`src/rtl/updown_counter_param.sv`:
```
// updown_counter_param: parametrised up/down counter with wrap/saturate, terminal count and boundary pulse.
// Define UPDOWN_COUNTER_STICKY_EN to add sticky ovf/unf flags with clr_flags.
module updown_counter_param #(
    parameter int     WIDTH   = 4,
    parameter longint MAX_VAL = (longint'(1) << WIDTH) - 1,
    parameter longint STEP    = 1
) (
    input  logic             clk,
    input  logic             reset,
    input  logic             en,
    input  logic             load,
    input  logic             ud,
    input  logic             sat,
    input  logic [WIDTH-1:0] data,
    output logic [WIDTH-1:0] count,
    output logic             tc,
    output logic             wrap
`ifdef UPDOWN_COUNTER_STICKY_EN
    ,
    input  logic             clr_flags,
    output logic             ovf,
    output logic             unf
`endif
);
    localparam logic [WIDTH:0] MAX_E  = (WIDTH+1)'(MAX_VAL);
    localparam logic [WIDTH:0] STEP_E = (WIDTH+1)'(STEP);
    localparam logic [WIDTH:0] MOD_E  = (WIDTH+1)'(MAX_VAL + 1);
    logic [WIDTH:0]   c, d, up_sum, dn_sum;
    logic             hi, lo, bnd, wrap_d;
    logic [WIDTH-1:0] count_d;
    // One extra bit keeps count+STEP and count+MOD from overflowing.
    always_comb begin
        c       = {1'b0, count};
        d       = {1'b0, data};
        hi      = c > MAX_E - STEP_E;
        lo      = c < STEP_E;
        up_sum  = hi ? (sat ? MAX_E : c + STEP_E - MOD_E) : c + STEP_E;
        dn_sum  = lo ? (sat ? '0 : c + (MOD_E - STEP_E)) : c - STEP_E;
        bnd     = ud ? hi & ~(sat & c == MAX_E) : lo & ~(sat & c == '0);
        count_d = WIDTH'(load ? (d > MAX_E ? MAX_E : d) : en ? (ud ? up_sum : dn_sum) : c);
        wrap_d  = ~load & en & bnd;
        tc      = en & ~load & (ud ? hi : lo);
    end
`ifdef UPDOWN_COUNTER_STICKY_EN
    // A set on the same edge as clr_flags wins.
    always_ff @(posedge clk or negedge reset) begin
        if (!reset) begin
            count <= '0;
            wrap  <= 1'b0;
            ovf   <= 1'b0;
            unf   <= 1'b0;
        end else begin
            count <= count_d;
            wrap  <= wrap_d;
            ovf   <= (wrap_d & ud) | (ovf & ~clr_flags);
            unf   <= (wrap_d & ~ud) | (unf & ~clr_flags);
        end
    end
`else
    always_ff @(posedge clk or negedge reset) begin
        if (!reset) begin
            count <= '0;
            wrap  <= 1'b0;
        end else begin
            count <= count_d;
            wrap  <= wrap_d;
        end
    end
`endif
endmodule

```
`config.mk`:
```
export PLATFORM = sky130hd
export DESIGN_NAME = updown_counter_param
export DESIGN_NICKNAME = d
export VERILOG_FILES = /design/src/rtl/updown_counter_param.sv
export SDC_FILE = /design/constraint.sdc
export NUM_CORES = 1
export LEC_CHECK = 0
export BUFFER_PORTS_ARGS = -buffer_cell sky130_fd_sc_hd__buf_2
export CORE_AREA = 4 4 41 43
export DETAILED_ROUTE_END_ITERATION = 7
export DIE_AREA = 0 0 45 47
export GPL_TIMING_DRIVEN = 0
export SETUP_SLACK_MARGIN = 0.05
export SYNTH_ARGS = -nofsm -noshare
export SYNTH_HDL_FRONTEND = slang
export SYNTH_SLANG_ARGS = --single-unit
```
`constraint.sdc`:
```
create_clock -name clk -period 4.6 [get_ports clk]
set_input_delay 0.46 -clock clk [delete_from_list [all_inputs] [get_ports clk]]
set_output_delay 0.46 -clock clk [all_outputs]
set_load 0.01 [all_outputs]
```
==> flow_summary.toml, run 1 <==
[sta]
final-max-slew-violation-count = 0
layout_min_cycle_time_ns = 2.21
rsz0062_at_grt = "no"
tightest_slew_ns = 0.392
period_share_pct = 48.0
fin_setup_tns_ns = 0
setup-violations-final = 0
fmax_mhz = 453
slew-limit-headroom_pct = 73.5
clock_skew_ns = 0.00129
hold_ws_ns = 0.0235
hold_viol_final = 0

[yosys]
synth.distinct_cells = 24
synth_fa_ha_area_share_pct = 10.7
ys_seq_area_share_pct = 26.7
synthCells = 57
ys_warn_count = 0
synth_mux_area_share_pct = 0
synth_edf_count = 0
synth-compound-area-share_pct = 22.4
ys_ff_latch = 5
yosysTopAreaCell = "dfrtp_1"
synth.cell_area_um2 = 469
async_flop_share_pct = 100
synth_most_common_cell = "nand2_1"
synthFlopType = "dfrtp_1"
synth_nets = 71
yosys.area_share.simple_pct = 31.7
synth_top_area_share_pct = 26.7
avgSynthCellArea_um2 = 8.23
synth-xor-area-share_pct = 1.87
synth_common_cells = "nand2_1, a211oi_1, dfrtp_1, nor2_1"
synth_top_family_by_area = "simple AND/OR/NAND/NOR gates"
netlist_top_cells_area = "dfrtp_1, ha_1, a211oi_1, nand2_1, nor4b_4"

[finish]
syn_to_final_growth_pct = 23.5
diodes = 0
fin_area_um2 = 579
nets = 89
num-fill-cells = 145
drive_above_1_share_pct = 28.4

[detailed_routing]
dr_wl_met3_um = 56
wirelength_mm = 1.13
dr.max_layer_used = "met4"
drc_errors = 0
ant_nets = 0
route.met2.wl_um = 521
firstDrtPassIters = 3
met1_length_um = 551
drt_iter0_drc = 2
via_per_inst = 5.19
via_count = 462
wl_per_cell_um = 12.7

[global_route]
overflow = 0
grt_antenna_before_repair = 0
grt_pass1_wl_mm = 1.93
grt_max_degree = 11
grtUsageTotal_pct = 12.7
grt_pass1_vias = 453

[clocking]
cts_max_level = 1
cts_tree = "yes"
cts_root_buf = "clkbuf_4"
cts_made_buffers = 3
insertion_delay_ns = 0.24
cts.sinks = 5
clock_path_buffers = 2
holdBufCountCts = 0
cts_resized = 0
clkTransAtPathRegs_ns = 0.04
postCtsSetupBuffers = 0

[power_and_ir_drop]
peakVddDrop_mv = 0.0554
p_per_area_nw_per_um2 = 274
p_leak_nw = 0.265
p_total_w = 0.000158

[critical_path]
cp.required_ns = 4.14
start_kind = "register"
critPathKind = "reg2out"
path_max_fanout = 8
crit_arrival_ns = 1.75
end_kind = "output port"
rr_worst_depth = 5

[die]
coreArea_um2 = 1300
io_pins = 16
dieHeight_um = 47
initial_utilization_pct = 36.1
num_rows = 13
die_w_um = 45
die-area_um2 = 2120

[placed_design]
routabilityCongestion = 0.829
dp_hpwl_um = 881
port_buffers = 13
dpl_cell_area_um2 = 553

[run_status]
status = "complete, no violations"

[worst_hold_path]
hold_path_class = "in2async"

[job]
drv_cap = 0
==> power breakdown <==
part	internal, W	switching, W	leakage, nW	total (W)
clock	0.0000328	0.0000173	0.0150	0.0000501
combinational	0.0000240	0.0000280	0.188	0.0000520
sequential	0.0000484	0.00000794	0.0621	0.0000564
total	0.000105	0.0000532	0.265	0.000158
==> path summary, 6_finish.rpt <==
check	startpoint	to	slack (ns)
setup reg to reg	count[0]	count[0]	2.89
min in group clk	data[2]	count[2]	0.42
hold / removal	reset	count[0]	0.02
hold reg to reg	count[0]	count[0]	0.72
max in group asynchronous	reset	wrap	4.45
setup / recovery	count[0]	tc	2.39
==> placed cells by master, fill, tap and decap left out, drive strengths merged, types with 3 or more instances in the layout <==
cell and instances:
ha 4, a21oi 4, a211oi 5, nor2 5, o21ai 3, dfrtp 5
buf 16, nand2 7, inv 3, nor3 4, clkbuf 4, o31ai 3
==> kinds of logic after synthesis <==
family | after synthesis
simple gates | 25
compound gates | 16
buf+inv | 6
flops | 5
fa+ha+maj | 4
xor+xnor | 1
==> layer usage <==
| layer | vias to the layer above | GRT usage, % |
|---|---|---|
| li1 | 239 | - |
| met1 | 210 | 16.2 |
| met2 | 11 | 19.2 |
| met3 | 2 | 1.53 |
| met4 | 0 | 9.94 |
| met5 | - | 0 |
==> sequential cells by signal (all words and copies together), names as in the netlist <==
register	count
wrap	1
count	4
==> worst max-delay path, cell delays in order, from the launching register on <==
cell and delay (ns):
dfrtp_1 0.46, inv_1 0.14, ha_1 0.20, nor4b_1 0.36, nor2_1 0.10, nor2_1 0.11, buf_2 0.14
==> metrics by stage <==
stage	setup WS (ns)	utilization [%]	cells
2_1_floorplan	2.85	-	57
3_3_place_gp	2.65	42.5	85
4_1_cts	2.37	44.5	89
5_1_grt	2.16	44.5	89
3_5_place_dp	2.66	42.5	85
6_report	2.39	44.5	89
==> area by class of cell <==
type / instances / area [µm²] / area share, %
well taps: 15 / 18.8 / 3.24
flip-flops and latches: 5 / 125 / 21.6
plain buffers: 3 / 20.0 / 3.46
clock buffers: 4 / 26.3 / 4.54
repair buffers: 13 / 65.1 / 11.2
inverters: 3 / 11.3 / 1.94
multi-input cells: 46 / 313 / 54.0
Power figures use the tool's default switching activity.
==> run 2: changes to the inputs <==
- clock period: 4.6 -> 1.9 ns (I/O delays scaled with it)
==> flow_summary.toml, run 2 (same netlist as run 1, synthesis figures left out) <==
[run_status]
status = "complete, no violations"

[finish]
layout.cells.most_common = "buf_2"
drive_above_1_share_pct = 37.3
layout_common_cells = "buf_2, nand2_1, nor2_1, a211oi_1, a21oi_1"
largest-register = "count"
ff_latch_area_um2 = 128
diodes = 0
largest_register_ffs = 4
syn_to_final_growth_pct = 30.9
fin_area_um2 = 614
nets = 90
largestRegisters = "count (4), wrap (1)"
num-fill-cells = 140
multi_input_area_um2 = 335

[sta]
rsz0062_at_grt = "no"
final-max-slew-violation-count = 0
hold_viol_final = 0
slew-limit-headroom_pct = 76.1
fmax_mhz = 583
tightest_slew_ns = 0.359
layout_min_cycle_time_ns = 1.72
setup-violations-final = 0
clock_skew_ns = 0.00142
period_share_pct = 90.4
fin_setup_tns_ns = 0

[power_and_ir_drop]
p_per_area_nw_per_um2 = 645
peakVddDrop_mv = 0.137
p_leak_nw = 0.270

[job]
drv_cap = 0

[die]
num_rows = 13
coreArea_um2 = 1300
io_pins = 16
dieHeight_um = 47
die_w_um = 45
die-area_um2 = 2120
initial_utilization_pct = 36.1

[clocking]
cts_made_buffers = 3
cts.sinks = 5
postCtsSetupBuffers = 0
clock_path_buffers = 2
cts_max_level = 1
cts_root_buf = "clkbuf_4"
cts_tree = "yes"
insertion_delay_ns = 0.24
clkTransAtPathRegs_ns = 0.04

[detailed_routing]
via_count = 465
wirelength_mm = 1.15
via_per_inst = 5.17
wl_per_cell_um = 12.8
drc_errors = 0
drt_iter0_drc = 8
ant_nets = 0
firstDrtPassIters = 4

[critical_path]
rr_startpoint = "count[0]"
start_kind = "register"
crit_arrival_ns = 1.53
end_kind = "output port"
path_common_cell = "nor2_1"
critPathKind = "reg2out"
path_max_fanout = 8
crit_slowest_cell = "dfrtp_2"
cp.required_ns = 1.71
rr_endpoint = "count[0]"
critical_path.top_delay_family = "flip-flops"
rr_worst_depth = 5
cp_slowest_stage_delay_ns = 0.46
cp_num_buf_inv = 2
crit_chain = "inv_2 -> ha_2 -> nor4b_4 -> nor2_1 -> nor2_1 -> buf_2"
reg2reg_setup_slack_ns = 0.29

[global_route]
grt_pass1_wl_mm = 1.97
grtUsageTotal_pct = 13.1
grt_pass1_vias = 453
grt_max_degree = 11
grt_antenna_before_repair = 0
overflow = 0

[placed_design]
dp_hpwl_um = 881
routabilityCongestion = 0.829
dpl_cell_area_um2 = 553
port_buffers = 13

[worst_hold_path]
hold_path_class = "in2reg"
min_path_cells = 3
min_to = "count[2]"
hold_start = "data[2]"
## run 2: how the worst max path moves through the flow
stage | start | endpoint | slack [ns] | cells after the start
6_report | count[0] | tc | 0.18 | 6
5_1_grt | count[0] | tc | 0.07 | 6
4_1_cts | count[1] | tc | 0.06 | 6
3_5_place_dp | count[0] | count[0] | 0.18 | 5
3_3_place_gp | count[0] | count[2] | 0.21 | 5
2_1_floorplan | count[0] | count[2] | 0.38 | 5
## run 2: area by class of cell
cell class,count,area share [%]
clock buffer,4,4.28
sequential,5,20.8
multi-input combinational,46,54.6
timing repair buffer,14,12.2
inverter,3,1.83
tap,15,3.05
buffer,3,3.26
## run 2: tightest hold or removal path, delay by kind of cell
family          cells  cell delay [ns]
compound gates      1             0.05
buf+inv             1             0.07
simple gates        1             0.04
## run 2: routing by layer
layer | share of wire, % | GRT usage (%) | vias to the layer above
met5 | 0 | 0 | -
met4 | 0.43 | 8.77 | 0
met3 | 4.9 | 1.15 | 2
met2 | 47 | 20.9 | 11
met1 | 48 | 16.7 | 212
li1 | - | - | 240
## run 2: report_power, final
group	total [W]	internal, W	switching (W)
registers	0.000140	0.000118	0.0000221
logic	0.000134	0.0000635	0.0000709
clock network	0.000121	0.0000793	0.0000421
## run 2: timing repair
item	4_1_cts	5_1_grt
setup endpoints to repair	1	1
cloned	0	0
pin swaps	0	0
gates resized for setup	2	6
hold buffers	1	0
hold endpoints to repair	5	0
## run 2: stage by stage
step,setup slack [ns],instances,hold WS [ns],util (%),total power [W]
after floorplan,0.379,57,-0.106,-,0.000222
after CTS,0.0641,90,0.149,45.9,0.000396
after global placement,0.214,85,0.00489,42.5,0.000263
final,0.183,90,0.155,47.2,0.000396
after global routing,0.0708,90,0.182,47.2,0.000428
after detailed placement,0.175,85,0.00643,42.5,0.000265
